<file path="config.mk">
export PLATFORM = sky130hd
export DESIGN_NAME = uart_fifo_tx
export DESIGN_NICKNAME = d
export VERILOG_FILES = /design/src/rtl/io_uart_pkg.sv /design/src/rtl/uart_baud_counter.sv /design/src/rtl/uart_fifo_tx.sv
export SDC_FILE = /design/constraint.sdc
export NUM_CORES = 1
export LEC_CHECK = 0
export CORE_AREA = 2 2 132 70
export CTS_CLUSTER_SIZE = 10
export DETAILED_ROUTE_END_ITERATION = 10
export DIE_AREA = 0 0 134 72
export PLACE_DENSITY = 0.65
export SETUP_SLACK_MARGIN = 0.2
export SYNTH_ARGS = -nofsm -noshare
export SYNTH_HDL_FRONTEND = slang
export SYNTH_SLANG_ARGS = --single-unit
</file>
<file path="constraint.sdc">
create_clock -name clk -period 5.5 [get_ports clk]
set_input_delay 1.1 -clock clk [delete_from_list [all_inputs] [get_ports clk]]
set_output_delay 1.1 -clock clk [all_outputs]
set_load 0.005 [all_outputs]
</file>
<file path="src/rtl/io_uart_pkg.sv">
// Shared UART constants and transmit state encodings for the IO block.
package io_uart_pkg;

    localparam int   UART_DATA_BITS  = 8;
    localparam logic UART_IDLE_LEVEL = 1'b1;
    localparam int   UART_STOP_BITS  = 1;

    localparam logic [2:0] TX_IDLE   = 3'd0;
    localparam logic [2:0] TX_POP    = 3'd1;
    localparam logic [2:0] TX_LOAD   = 3'd2;
    localparam logic [2:0] TX_START  = 3'd3;
    localparam logic [2:0] TX_DATA   = 3'd4;
    localparam logic [2:0] TX_STOP   = 3'd5;
    localparam logic [2:0] TX_PARITY = 3'd6;

endpackage

</file>
<file path="src/rtl/uart_baud_counter.sv">
// Bit-period divider: counts 0..CLKS_PER_BIT-1 and flags the last cycle of each bit.
module uart_baud_counter #(
    parameter int CLKS_PER_BIT = 868
) (
    input  logic clk,
    input  logic reset,
    input  logic clear,
    output logic bit_tick
);

    localparam int CW = $clog2(CLKS_PER_BIT);
    localparam logic [CW-1:0] LAST = CW'(CLKS_PER_BIT - 1);

    logic [CW-1:0] count;

    assign bit_tick = (count == LAST);

    always_ff @(posedge clk or posedge reset) begin
        if (reset)
            count <= '0;
        else if (clear || bit_tick)
            count <= '0;
        else
            count <= count + 1'b1;
    end

endmodule

</file>
<file path="src/rtl/uart_fifo_tx.sv">
// FIFO-drain UART transmitter: pops words and sends them LSB byte first as 8N1 frames.
// Defining UART_TX_PARITY_EN inserts an even parity bit per frame (8E1).
module uart_fifo_tx
    import io_uart_pkg::*;
#(
    parameter int DATA_WIDTH   = 32,
    parameter int CLKS_PER_BIT = 868
) (
    input  logic                  clk,
    input  logic                  reset,
    input  logic                  enable,
    input  logic                  fifo_empty,
    input  logic [DATA_WIDTH-1:0] fifo_data,
    output logic                  fifo_pop,
    output logic                  tx,
    output logic                  busy,
    output logic                  word_done
);

    localparam int BYTES = DATA_WIDTH / 8;
    localparam int IDX_W = (BYTES > 1) ? $clog2(BYTES) : 1;
    localparam logic [IDX_W-1:0] LAST_IDX = IDX_W'(BYTES - 1);
    localparam logic [2:0]       LAST_BIT = 3'(UART_DATA_BITS - 1);

    logic [2:0]            state;
    logic [2:0]            bit_cnt;
    logic [IDX_W-1:0]      byte_idx;
    logic [DATA_WIDTH-1:0] shift;
    logic                  bit_tick;
    logic                  clear;
`ifdef UART_TX_PARITY_EN
    logic                  parity;
`endif

    // Untimed states hold the divider at zero so every timed state starts a full bit.
    assign clear = (state == TX_IDLE) || (state == TX_POP) || (state == TX_LOAD);

    uart_baud_counter #(
        .CLKS_PER_BIT(CLKS_PER_BIT)
    ) u_baud (
        .clk      (clk),
        .reset    (reset),
        .clear    (clear),
        .bit_tick (bit_tick)
    );

    // The word register shifts right one bit per data bit, so the current byte is always at bit 0.
    always_ff @(posedge clk or posedge reset) begin
        if (reset) begin
            state     <= TX_IDLE;
            bit_cnt   <= '0;
            byte_idx  <= '0;
            shift     <= '0;
            tx        <= UART_IDLE_LEVEL;
            fifo_pop  <= 1'b0;
            busy      <= 1'b0;
            word_done <= 1'b0;
`ifdef UART_TX_PARITY_EN
            parity    <= 1'b0;
`endif
        end else begin
            fifo_pop  <= 1'b0;
            word_done <= 1'b0;
            case (state)
                TX_IDLE: begin
                    tx <= UART_IDLE_LEVEL;
                    if (enable && !fifo_empty) begin
                        fifo_pop <= 1'b1;
                        busy     <= 1'b1;
                        state    <= TX_POP;
                    end
                end
                TX_POP: state <= TX_LOAD;
                TX_LOAD: begin
                    shift    <= fifo_data;
                    byte_idx <= '0;
                    tx       <= 1'b0;
                    state    <= TX_START;
                end
                TX_START: if (bit_tick) begin
                    tx      <= shift[0];
                    shift   <= shift >> 1;
                    bit_cnt <= '0;
`ifdef UART_TX_PARITY_EN
                    parity  <= shift[0];
`endif
                    state   <= TX_DATA;
                end
                TX_DATA: if (bit_tick) begin
                    if (bit_cnt == LAST_BIT) begin
`ifdef UART_TX_PARITY_EN
                        tx    <= parity;
                        state <= TX_PARITY;
`else
                        tx    <= UART_IDLE_LEVEL;
                        state <= TX_STOP;
`endif
                    end else begin
                        tx      <= shift[0];
                        shift   <= shift >> 1;
                        bit_cnt <= bit_cnt + 1'b1;
`ifdef UART_TX_PARITY_EN
                        parity  <= parity ^ shift[0];
`endif
                    end
                end
`ifdef UART_TX_PARITY_EN
                TX_PARITY: if (bit_tick) begin
                    tx    <= UART_IDLE_LEVEL;
                    state <= TX_STOP;
                end
`endif
                TX_STOP: if (bit_tick) begin
                    if (byte_idx == LAST_IDX) begin
                        word_done <= 1'b1;
                        busy      <= 1'b0;
                        tx        <= UART_IDLE_LEVEL;
                        state     <= TX_IDLE;
                    end else begin
                        byte_idx <= byte_idx + 1'b1;
                        tx       <= 1'b0;
                        state    <= TX_START;
                    end
                end
                default: begin
                    busy  <= 1'b0;
                    tx    <= UART_IDLE_LEVEL;
                    state <= TX_IDLE;
                end
            endcase
        end
    end

endmodule

</file>
==> impl_summary.log <==
INFO  metric worstSetupStartpointType = register
INFO  metric pin_count_of_the_biggest_net_entering_global_routing = 55
INFO  metric hold_path.startpoint = bit_cnt[1]$_DFFE_PP0P_
INFO  metric dr.first_iter.drc_count = 100
INFO  metric cp_max_fo = 22
INFO  metric cts_max_level = 2
INFO  metric fin_util = 0.4164
INFO  metric leakage = 0.001540 µW
INFO  metric report.power.total = 814.9 µW
INFO  metric netlist_area = 2885 µm²
INFO  metric vdd.ir_drop.worst = 0.1146 mV
INFO  metric critPathArrivalTime = 2.94 ns
INFO  metric number_of_enable_type_register_cells_in_the_synthesized_netlist = 0
INFO  metric setup_viol_count_final = 0
INFO  metric finalWorstPathRequiredPeriod = roughly 2.7 ns
INFO  metric clkSinkCount = 54
INFO  metric grt_util_met2 = 0.1664
INFO  metric rsz0062_at_grt = false
INFO  metric synth-seq-area-share = 0.4688
INFO  metric post_layout_nonfiller_instances = 377
INFO  metric grt_pass1_wl = 9.259 mm
INFO  metric fp.coreArea = approximately 8400 µm²
INFO  metric area.growth.synth_to_final = 21.77%
INFO  metric grt_most_used_layer = met1
INFO  metric powerDensity = 231.9 nW/µm²
INFO  metric drc = 0
INFO  metric die-area = around 9600 µm²
INFO  metric syn_area_per_cell = 13.00 µm²
INFO  metric syn_inst = 222
INFO  metric post-cts-setup-buffer-count = 0
INFO  metric start_util = 0.3419
INFO  metric synth_nets = 262
INFO  metric required = about 5.7 ns
INFO  metric r2r_start = bit_cnt[0]$_DFFE_PP0P_
INFO  metric grt.met3_usage = 0.03913
INFO  metric slew_headroom = 0.3458
INFO  metric critical_path_class = reg -> reg
INFO  metric ctsHoldBuffers = 0
INFO  metric ctsRootBufferMaster = clkbuf_16
INFO  metric io_buffers = 39
INFO  metric vias = 1,807
INFO  metric tritoncts_buffers = 5
INFO  metric use_met1 = 0.1884
INFO  metric mostFrequentLayoutCell = dfrtp_1
INFO  metric drt-wirelength-per-cell = 14.93 µm
INFO  metric worst_hold_path.num_cells = 1
INFO  metric worst_slew_pin_slew = 0.9776 ns
INFO  metric vias_per_cell = between 4 and 5
INFO  metric antenna_found_initial = 0
INFO  metric end_point_of_the_most_critical_hold_path = bit_cnt[1]$_DFFE_PP0P_
INFO  metric antenna_violating_nets_post_route = 0
INFO  metric post_cts_resize_count = 0
INFO  metric row_count = 24
INFO  metric reg2reg_to = shift[30]$_DFFE_PP0P_
INFO  metric io_pins = 40
INFO  metric most-common-layout-cells = dfrtp_1 (53), clkdlybuf4s50_1 (39), mux2_2 (34)
INFO  metric insertedDiodeCount = 0
INFO  metric synthesis.yosys.warnings = 0
INFO  metric yosys_register_bits = 54
INFO  metric total_grt_overflow = 0
INFO  metric clock.fmax = 0.3643 GHz
INFO  metric timing.final.max_slew_violations = 0
INFO  metric cts.reportedPaths.clkPinSlew = around 0.070 ns
INFO  metric timing.reg2reg.worst_path_depth = 6
INFO  metric status = complete, no violations
INFO  metric place_hpwl = roughly 3.8 mm
INFO  metric global_placement_routability_congestion = 0.7681
INFO  metric async_reset_ff_frac = 1.000
INFO  metric cap_violations = 0
INFO  metric hold_violations = 0
INFO  metric insertion_delay = 0.30 ns
INFO  metric grt_usage = 0.1248
INFO  metric totalNegativeSetupSlack = 0 ns
INFO  metric placedCellCount = 369
INFO  metric finalNetCount = 299
INFO  metric period_share = 0.4990
INFO  metric synth_cell_types = 47
INFO  metric grt_pass1_vias = 1,798
INFO  metric cts_tree = built
INFO  metric reg2reg_setup_slack = between 2 and 3 ns
INFO  metric die_y = about 72 µm
INFO  metric drt_wl_total = 5.628 mm
INFO  metric router_iterations_before_antenna_repair = 4
INFO  metric drive_above_1_share = 0.3115
INFO  metric hold_crit_path_type = reg -> reg
INFO  metric fin_skew = roughly 0.0074 ns
INFO  metric ctsLongestPathBuffers = 2
INFO  metric ys.flop_type = dfrtp_1
INFO  metric critical_path.endpoint_type = register
INFO  metric worst_hold_slack = 0.4977 ns
INFO  metric die_w = approximately 130 µm
## cells by family (layout without fill, tap and decap cells)
kind of cell | count (synthesis) | in the layout | synth area share
mux | 65 | 65 | 0.2910
flops | 54 | 54 | 0.4688
simple gates | 53 | 53 | 0.1054
compound gates | 21 | 21 | 0.05812
buf+inv | 17 | 55 | 0.03512
xor+xnor | 8 | 8 | 0.02429
fa+ha+maj | 4 | 4 | 0.01735
## cell usage after synthesis, types with 2 or more instances
master    count  area share
a21o_1        3      0.0078
a21oi_1       2      0.0035
and2_1        2      0.0043
and3_1        2      0.0043
and4_1        2      0.0061
buf_2         3      0.0052
buf_6         4       0.016
clkbuf_1      2      0.0026
dfrtp_1      53        0.46
ha_1          4       0.017
inv_1         6      0.0078
mux2_2       34        0.13
mux2_4       29        0.15
nand2_1       7      0.0091
nand3_1       7       0.012
nand4_1       4      0.0087
nor2_1       17       0.022
nor3_1        2      0.0035
o21ai_0       5      0.0087
xnor2_1       3      0.0091
xor2_1        5       0.015
## cell type report
class,instances,area [µm²]
fillers,797,4925
multi-input cells,151,1431
flip-flops and latches,54,1353
repair buffers,41,405.4
well taps,117,146.4
clock buffers,6,138.9
inverters,6,22.52
clock inverters,2,16.27
## metal layers
metal | wire [µm] | vias to the layer above
met5 | 0 | -
met2 | 2319 | 26
met1 | 3008 | 901
li1 | - | 875
met3 | 239 | 5
met4 | 60 | 0
## sequential cells by signal, indices dropped and copies added (netlist names)
register	cells
tx	1
u_baud.count	10
state	3
fifo_pop	1
word_done	1
shift	32
byte_idx	2
busy	1
bit_cnt	3
## metrics by stage
step	setup WS, ns	cell area [µm²]
finish	2.755	3513
global route	2.658	3513
CTS	2.735	3513
detailed placement	2.759	3358
global placement	2.822	3358
floorplan	3.087	2885
## power by group
part	leakage [µW]	switching [µW]	total (µW)	internal, µW
clock network	0.0000735	150	333	183
registers	0.000641	6.90	416	409
logic	0.000825	19.2	65.7	46.5
total	0.00154	176	815	639
## critical path: stages (launching register included)
cell and delay, ns:
dfrtp_1 0.41, ha_1 0.22, ha_1 0.20, or4b_4 0.52, o22ai_4 0.45, buf_4 0.46
mux2_2 0.38
## how the worst max path moves through the flow
stage          cells past startpoint                endpoint                    from
6_report                           6   shift[30]$_DFFE_PP0P_  bit_cnt[0]$_DFFE_PP0P_
5_1_grt                            6   shift[30]$_DFFE_PP0P_  bit_cnt[0]$_DFFE_PP0P_
4_1_cts                            6   shift[30]$_DFFE_PP0P_  bit_cnt[0]$_DFFE_PP0P_
3_5_place_dp                       6   shift[30]$_DFFE_PP0P_  bit_cnt[0]$_DFFE_PP0P_
3_3_place_gp                       6   shift[30]$_DFFE_PP0P_  bit_cnt[0]$_DFFE_PP0P_
2_1_floorplan                      1  bit_cnt[0]$_DFFE_PP0P_                   reset
No activity file was read; power rests on OpenSTA's default activity.
